### src/rtl/boot_streamer.sv
// Boot image streamer: parses a host word stream of {id, dcount, icount}
// headers followed by instruction and data words, and writes them into the
// boot memories of the selected mesh processor while the mesh is held in reset.
module boot_streamer #(
    parameter int GAP_CYCLES = 2,
    parameter int NUM_PROC   = 9
) (
    input  logic        clk,
    input  logic        reset,
    input  logic [31:0] in_data,
    input  logic        in_valid,
    output logic        in_ready,
    output logic [3:0]  processor_select,
    output logic        mesh_resetn,
    output logic [13:0] boot_iaddr,
    output logic [31:0] boot_idata,
    output logic [13:0] boot_daddr,
    output logic [31:0] boot_ddata,
    output logic        busy,
    output logic        done,
    output logic        err
);

    localparam logic [3:0]       SEL_IDLE = 4'(NUM_PROC);
    localparam logic [3:0]       ID_END   = 4'hF;
    localparam int               GAP_W    = $clog2(GAP_CYCLES);
    localparam logic [GAP_W-1:0] GAP_LAST = GAP_W'(GAP_CYCLES - 1);

    typedef enum logic [2:0] {
        ST_HDR,
        ST_GAP,
        ST_INSTR,
        ST_DATA,
        ST_DONE
    } state_t;

    state_t             state_q, state_d;
    logic [GAP_W-1:0]   gap_cnt_q, gap_cnt_d;
    logic               gap_to_hdr_q, gap_to_hdr_d;   // this gap closes a load
    logic [3:0]         pid_q, pid_d;
    logic [13:0]        icount_q, icount_d;
    logic [13:0]        dcount_q, dcount_d;
    logic               illegal_q, illegal_d;         // current load is discarded
    logic [13:0]        idx_q, idx_d;
    logic [3:0]         sel_q, sel_d;
    logic [13:0]        iaddr_q, iaddr_d;
    logic [31:0]        idata_q, idata_d;
    logic [13:0]        daddr_q, daddr_d;
    logic [31:0]        ddata_q, ddata_d;
    logic               err_q, err_d;
    logic               ready_en_q, ready_en_d;       // low for the reset cycle only

    logic               xfer;
    logic [3:0]         hdr_id;

    assign hdr_id = in_data[31:28];
    assign xfer   = in_valid & in_ready;

    // Handshake and status outputs decode straight from registered state.
    always_comb begin
        in_ready = ready_en_q &
                   ((state_q == ST_HDR) || (state_q == ST_INSTR) || (state_q == ST_DATA));
    end

    assign processor_select = sel_q;
    assign done             = (state_q == ST_DONE);
    assign busy             = ~done;
    assign mesh_resetn      = done;
    assign boot_iaddr       = iaddr_q;
    assign boot_idata       = idata_q;
    assign boot_daddr       = daddr_q;
    assign boot_ddata       = ddata_q;
    assign err              = err_q;

    // Next-state and next-output logic for the stream parser.
    always_comb begin
        // NOTE: every *_d starts from its *_q, so no branch leaves a value
        // unassigned -- this is what keeps the block free of inferred latches.
        state_d      = state_q;
        gap_cnt_d    = gap_cnt_q;
        gap_to_hdr_d = gap_to_hdr_q;
        pid_d        = pid_q;
        icount_d     = icount_q;
        dcount_d     = dcount_q;
        illegal_d    = illegal_q;
        idx_d        = idx_q;
        sel_d        = sel_q;
        iaddr_d      = iaddr_q;
        idata_d      = idata_q;
        daddr_d      = daddr_q;
        ddata_d      = ddata_q;
        err_d        = err_q;
        ready_en_d   = 1'b1;

        case (state_q)
            ST_HDR: begin
                sel_d = SEL_IDLE;
                if (xfer) begin
                    if (hdr_id == ID_END) begin
                        state_d = ST_DONE;
                    end else begin
                        pid_d        = hdr_id;
                        dcount_d     = in_data[27:14];
                        icount_d     = in_data[13:0];
                        illegal_d    = (hdr_id >= SEL_IDLE);
                        err_d        = err_q | (hdr_id >= SEL_IDLE);
                        gap_cnt_d    = '0;
                        gap_to_hdr_d = 1'b0;
                        state_d      = ST_GAP;
                    end
                end
            end

            ST_GAP: begin
                sel_d = SEL_IDLE;
                // First gap cycle still shows the last write; clear from the second on.
                if (gap_cnt_q == '0) begin
                    iaddr_d = '0;
                    idata_d = '0;
                    daddr_d = '0;
                    ddata_d = '0;
                end
                if (gap_cnt_q == GAP_LAST) begin
                    idx_d = '0;
                    if (gap_to_hdr_q) begin
                        state_d = ST_HDR;
                    end else if (icount_q != '0) begin
                        state_d = ST_INSTR;
                        sel_d   = illegal_q ? SEL_IDLE : pid_q;
                    end else if (dcount_q != '0) begin
                        state_d = ST_DATA;
                        sel_d   = illegal_q ? SEL_IDLE : pid_q;
                    end else begin
                        state_d = ST_HDR;
                    end
                end else begin
                    gap_cnt_d = gap_cnt_q + 1'b1;
                end
            end

            ST_INSTR: begin
                if (xfer) begin
                    if (!illegal_q) begin
                        iaddr_d = idx_q;
                        idata_d = in_data;
                    end
                    if (idx_q == icount_q - 14'd1) begin
                        idx_d = '0;
                        if (dcount_q != '0) begin
                            state_d = ST_DATA;
                        end else begin
                            state_d      = ST_GAP;
                            gap_cnt_d    = '0;
                            gap_to_hdr_d = 1'b1;
                            sel_d        = SEL_IDLE;
                        end
                    end else begin
                        idx_d = idx_q + 14'd1;
                    end
                end
            end

            ST_DATA: begin
                if (xfer) begin
                    if (!illegal_q) begin
                        daddr_d = idx_q;
                        ddata_d = in_data;
                    end
                    if (idx_q == dcount_q - 14'd1) begin
                        idx_d        = '0;
                        state_d      = ST_GAP;
                        gap_cnt_d    = '0;
                        gap_to_hdr_d = 1'b1;
                        sel_d        = SEL_IDLE;
                    end else begin
                        idx_d = idx_q + 14'd1;
                    end
                end
            end

            ST_DONE: begin
                sel_d = SEL_IDLE;
            end

            default: begin
                state_d = ST_HDR;
                sel_d   = SEL_IDLE;
            end
        endcase
    end

    // State register with synchronous reset; a reset discards any partial image.
    always_ff @(posedge clk) begin
        // NOTE: non-blocking assignments only, so every flop samples the
        // pre-edge value of the others regardless of statement order.
        if (reset) begin
            state_q      <= ST_HDR;
            gap_cnt_q    <= '0;
            gap_to_hdr_q <= 1'b0;
            pid_q        <= '0;
            icount_q     <= '0;
            dcount_q     <= '0;
            illegal_q    <= 1'b0;
            idx_q        <= '0;
            sel_q        <= SEL_IDLE;
            iaddr_q      <= '0;
            idata_q      <= '0;
            daddr_q      <= '0;
            ddata_q      <= '0;
            err_q        <= 1'b0;
            ready_en_q   <= 1'b0;
        end else begin
            state_q      <= state_d;
            gap_cnt_q    <= gap_cnt_d;
            gap_to_hdr_q <= gap_to_hdr_d;
            pid_q        <= pid_d;
            icount_q     <= icount_d;
            dcount_q     <= dcount_d;
            illegal_q    <= illegal_d;
            idx_q        <= idx_d;
            sel_q        <= sel_d;
            iaddr_q      <= iaddr_d;
            idata_q      <= idata_d;
            daddr_q      <= daddr_d;
            ddata_q      <= ddata_d;
            err_q        <= err_d;
            ready_en_q   <= ready_en_d;
        end
    end

endmodule

### config.mk
export PLATFORM = sky130hd
export DESIGN_NAME = boot_streamer
export DESIGN_NICKNAME = d
export VERILOG_FILES = /design/src/rtl/boot_streamer.sv
export SDC_FILE = /design/constraint.sdc
export NUM_CORES = 1
export LEC_CHECK = 0
export CORE_MARGIN = 2
export CORE_UTILIZATION = 60
export CTS_BUF_LIST = sky130_fd_sc_hd__clkbuf_4 sky130_fd_sc_hd__clkbuf_8
export DETAILED_ROUTE_END_ITERATION = 6
export DONT_BUFFER_PORTS = 1
export PLACE_DENSITY = 0.76
export SYNTH_ARGS = -nofsm -noshare
export SYNTH_HDL_FRONTEND = slang
export SYNTH_SLANG_ARGS = --single-unit
### constraint.sdc
create_clock -name clk -period 5.55 [get_ports clk]
set_input_delay 0 -clock clk [delete_from_list [all_inputs] [get_ports clk]]
set_output_delay 0 -clock clk [all_outputs]
set_load 0.005 [all_outputs]
; ---- Word-level counts from Yosys, hierarchy flattened
; Index checks and enable logic that the tools add are counted.
[op_classes]
n_addsub = 4
magnitude_cmp = 1
eq_ne = 18
mux = 55
bitwise = 5
reduce_logical = 18
[op_table]
columns = operator, count
row1 = 32-bit one-hot mux with 2 select lines, 2
row2 = 14-bit two-way mux, 8
row3 = 32-bit two-way mux, 3
row4 = 14-bit one-hot mux with 2 select lines, 2
row5 = 14-bit one-hot mux with 3 select lines, 1
row6 = 4-bit two-way mux, 10
row7 = 14-bit equality test, 2
row8 = 14-bit nonzero test, 2
row9 = 14-bit by 1-bit subtractor with 14-bit output (second input constant), 2
row10 = 3-bit two-way mux, 7
row11 = 2-bit inequality test (second input constant), 9
row12 = 8-bit AND reduction, 2
row13 = 3-bit one-hot mux with 5 select lines, 1
row14 = 14-bit by 1-bit adder with 14-bit output (second input constant), 1
row15 = 1-bit two-way mux, 14
row16 = 4-bit one-hot mux with 3 select lines, 1
row17 = 4-bit AND reduction, 3
row18 = 2-bit two-way mux, 4
row19 = 7-bit AND reduction, 1
row20 = 3-bit by 2-bit equality test with 1-bit output (second input constant), 2
row21 = 3-bit nonzero test, 2
row22 = 5-bit AND reduction, 1
row23 = 4-bit equality test (second input constant), 1
row24 = 4-bit >= comparator (second input constant), 1
row25 = 14 further kinds, 19
[totals]
ff_bits = 150
in_bits = 35
out_inout_bits = 101
wordCells = 116

; ---- Logic depth before layout (Yosys ltp)
[logic_depth]
ltp_word = 7
depth_mapped = 11
mapped_depth_nobuf = 10

; ---- Least setup slack after synthesis
; Ideal clock, no wire load.
[synth_path]
path_kind = register to register
from = register icount_q[0]
to = register idx_q[1]
setup_ns = 0.117
arrival_ns = 2.574
required_ns = 5.433
setup_slack_ns = 2.859
stages_incl_launch_ff = 11
synth_period_minus_slack_ns = 2.691
path_cell_list = dfxtp_1 -> inv_1 -> ha_1 -> or3b_1 -> or4_1 -> a21oi_1 -> nand4_1 -> o41ai_4 -> a211oi_2 -> buf_6 -> a22o_1
[synth_via]
elab_chain_cells = 5
[synth_lines]
columns = item, line
row1 = "start, declared", 41  ; logic [13:0] icount_q, icount_d;
row2 = "start signal, assigned", 217  ; icount_q <= icount_d;
row3 = 14-bit by 1-bit subtractor with 14-bit output, 147  ; if (idx_q == icount_q - 14'd1) begin
row4 = 14-bit equality test, 147
row5 = 14-bit two-way mux, 147
row6 = 14-bit two-way mux, 142  ; if (xfer) begin
row7 = 14-bit one-hot mux with 3 select lines, 95  ; case (state_q)
row8 = "end signal, assigned", 220  ; idx_q <= idx_d;
row9 = "end, declared", 44  ; logic [13:0] idx_q, idx_d;
; No other way between the ends. The select of a mux whose other input is x is not followed.
; A chain may end at the register's enable or synchronous reset.

; ---- Worst setup path in the final report
[layout_path]
from = register dcount_q[0]
to = register idx_q[13]
[layout_via]
elab_chain_cells = 5
[layout_lines]
columns = item, line
row1 = "start, declared", 42  ; logic [13:0] dcount_q, dcount_d;
row2 = "start signal, assigned", 218  ; dcount_q <= dcount_d;
row3 = 14-bit by 1-bit subtractor with 14-bit output, 169  ; if (idx_q == dcount_q - 14'd1) begin
row4 = 14-bit equality test, 169
row5 = 14-bit two-way mux, 169
row6 = 14-bit two-way mux, 164  ; if (xfer) begin
row7 = 14-bit one-hot mux with 3 select lines, 95
; No other way between the ends. The select of a mux whose other input is x is not followed.

==> impl_metrics.env <==
export IMPL_track_usage_pct=32.11
export IMPL_drive_above_1_share_pct=5.654
export IMPL_vias_per_cell=6.210
export IMPL_synth_seq_cells=150
export IMPL_slew_viol_final=0
export IMPL_area_delta_synth_final_pct=11.31
export IMPL_violations="hold timing"
export IMPL_hpwl_um=11830
export IMPL_cp_arrival_ps=3840
export IMPL_power_total_w=0.002612
export IMPL_dieArea_um2=11950
export IMPL_met1_usage_pct=42.78
export IMPL_antenna_cells=0
export IMPL_cts_buffer_depth=2
export IMPL_outcome="complete, but fails checks"
export IMPL_vias=6142
export IMPL_core_area_um2=10840
export IMPL_cts_sinks=150
export IMPL_synth_edf_count=0
export IMPL_synth_cell_types=60
export IMPL_min_period_ps=3477
export IMPL_setup_violations=0
export IMPL_wl_per_cell_um=18.86
export IMPL_antenna_left=0
export IMPL_grt_pass1_wl_um=29790
export IMPL_cts_resized=0
export IMPL_wl_um=18660
export IMPL_netlist_instances=856
export IMPL_dr_pass1_iters=5
export IMPL_cts_max_level=4
export IMPL_ios=136
export IMPL_clockRootBuffer="clkbuf_8"
export IMPL_p_switching_w=0.0007771
export IMPL_antenna_found_initial=0
export IMPL_hold_viol=19
export IMPL_hp_class="input pin to register"
export IMPL_rsz0062_at_grt="no"
export IMPL_drc=0
export IMPL_gp_congestion=0.8722
export IMPL_skew_ps=8.041
export IMPL_grt_busiest_layer="met2"
export IMPL_die_height_um=109.3
export IMPL_p_int_w=0.001834
export IMPL_p_clk_share_pct=38.5
export IMPL_grt_max_degree=140
export IMPL_synthArstFlopShare_pct=0
export IMPL_syn_nets=894
export IMPL_row_count=38
export IMPL_die_w_um=109.3
export IMPL_pwr_share_seq_pct=43.7
export IMPL_switching_share_pct=29.76
export IMPL_grt_met2_usage_pct=49.78
export IMPL_avgSynthCellArea_um2=7.778
export IMPL_fin_setup_tns_ps=0
export IMPL_combPwrFrac_pct=17.8
export IMPL_clock_fmax_mhz=287.6
export IMPL_crit_fanout=18
export IMPL_power_leakage_nw=2.484
export IMPL_vdd_drop_max_uv=242.3
export IMPL_p_per_area_nw_per_um2=352.4
export IMPL_path_class="register to register"
export IMPL_grt_use_met3_pct=10.02
export IMPL_yosys_warnings=0
export IMPL_cp_start_kind="register"
export IMPL_grt_pass1_vias=5872
export IMPL_cts_buffers=17
export IMPL_worstSetupEndpointType="register"
export IMPL_port_buffers=0
export IMPL_cts_tree="built"
export IMPL_min_period_over_period_pct=62.65
export IMPL_syn_area_um2=6658
export IMPL_fin_nets=876
export IMPL_clk_pin_slew_ps=80
export IMPL_insertion_delay_ps=450
export IMPL_final_common_cell="nand2_1"
export IMPL_holdWs_ps=-29.32
export IMPL_max_slew_margin_pct=25.47
export IMPL_ys_seq_area_share_pct=45.10
export IMPL_tightest_slew_ps=1115
export IMPL_worst_endpoint_required_ps=5920
export IMPL_cap_violations=0
export IMPL_synth_main_ff_cell="dfxtp_1"
export IMPL_final_cell_mix="nand2_1, dfxtp_1, a21oi_1"
export IMPL_initial_utilization_pct=61.42
export IMPL_grt_overflow_total=0
export IMPL_initialDrtViolationCount=530
-- final timing paths --
check | startpoint | end | depth (start not counted) | slack [ps]
worst max-delay path | dcount_q[0]$_SDFFE_PP0P_ | idx_q[13]$_SDFFE_PP0P_ | 10 | 2070
worst min-delay path | reset | boot_daddr[8]$_SDFFE_PP0P_ | 2 | -30
worst max register to register | dcount_q[0]$_SDFFE_PP0P_ | idx_q[13]$_SDFFE_PP0P_ | 10 | 2070
worst min register to register | pid_q[3]$_SDFFE_PP0P_ | pid_q[3]$_SDFFE_PP0P_ | 2 | 460
-- worst max-delay path, cell delays in order (launching register included) --
cell and delay, ps:
dfxtp_1 370, inv_1 80, ha_1 270, nor3b_1 440, a31oi_1 180, and3_1 230, o31ai_1 280, o31ai_2 180
a211oi_2 900, a41oi_1 230, a31oi_1 230
-- registers in the layout, summed over array words and instances, names as in the netlist --
name,flops
idx_q,14
boot_daddr,14
dcount_q,14
pid_q,4
gap_to_hdr_q,1
state_q,3
icount_q,14
illegal_q,1
processor_select,4
boot_idata,32
gap_cnt_q,1
err,1
ready_en_q,1
boot_iaddr,14
boot_ddata,32
-- Yosys cell counts, drive strengths merged, types with 2 or more instances --
library cell  number  area, µm²
nand3            106      530.5
a21oi            144      720.7
nand4              6      37.54
nor3b              7      52.55
or2                2      12.51
a22o               5      43.79
o32a               3      30.03
or3                2      12.51
a31oi             10      62.56
o31ai              3      27.52
xnor2             26      227.7
and3               8      50.05
a41oi              4      35.03
dfxtp            150       3003
o311ai             2      17.52
nand2            177      666.9
nor2b              6      37.54
xor2              10      87.58
inv               12      45.04
o21ai              9      45.04
and2               4      25.02
or4                3      22.52
o21bai             2      15.01
nor3              13      65.06
ha                 3      37.54
a211oi             4      40.03
nor2              26      97.59
o2111ai            2      17.52
nor4               5      37.53
nand2b             7      43.79
o21a               3      22.52
buf                7      37.54
clkbuf            66      247.7
-- layer usage --
layer	share of wire, %	vias to the layer above
met5	0	-
met3	10	37
met4	1.9	0
met2	46	289
met1	42	2897
li1	-	2919
-- area by class of cell --
class | instances | area (µm²)
clock buffers | 18 | 241.5
fillers | 905 | 3430
inverters | 12 | 45.04
well taps | 140 | 175.2
multi-input cells | 621 | 3348
flip-flops and latches | 150 | 3003
repair buffers | 36 | 372.9
clock inverters | 12 | 225.2
-- through the flow --
| stage | utilization [%] | instance area (µm²) | worst slack [ps] | cells |
|---|---|---|---|---|
| 2_1_floorplan | - | 6658 | 2859 | 856 |
| 3_3_place_gp | 60.76 | 6586 | 2348 | 925 |
| 3_5_place_dp | 60.76 | 6586 | 2165 | 925 |
| 4_1_cts | 68.36 | 7411 | 2136 | 989 |
| 5_1_grt | 68.36 | 7411 | 1774 | 989 |
| 6_report | 68.36 | 7411 | 2073 | 989 |
-- power by group through the flow --
stage / Sequential (W) / Combinational (W) / Clock, W
after floorplan: 0.00115 / 0.000352 / 0
after global placement: 0.00116 / 0.000400 / 0
after detailed placement: 0.00117 / 0.000410 / 0
after CTS: 0.00114 / 0.000458 / 0.00101
after global routing: 0.00115 / 0.000512 / 0.00105
final: 0.00114 / 0.000464 / 0.00101
-- cell families after synthesis --
| logic type | synth area share [%] |
|---|---|
| fa+ha+maj | 0.5639 |
| buf+inv | 4.962 |
| xor+xnor | 5.074 |
| mux | 0.1691 |
| flops | 45.10 |
| compound gates | 17.91 |
| simple gates | 26.22 |
-- repair_timing --
action,4_1_cts,5_1_grt
setup buffers,0,0
hold endpoints to repair,148,0
hold buffers,34,0
No activity file was read; power rests on OpenSTA's default activity.
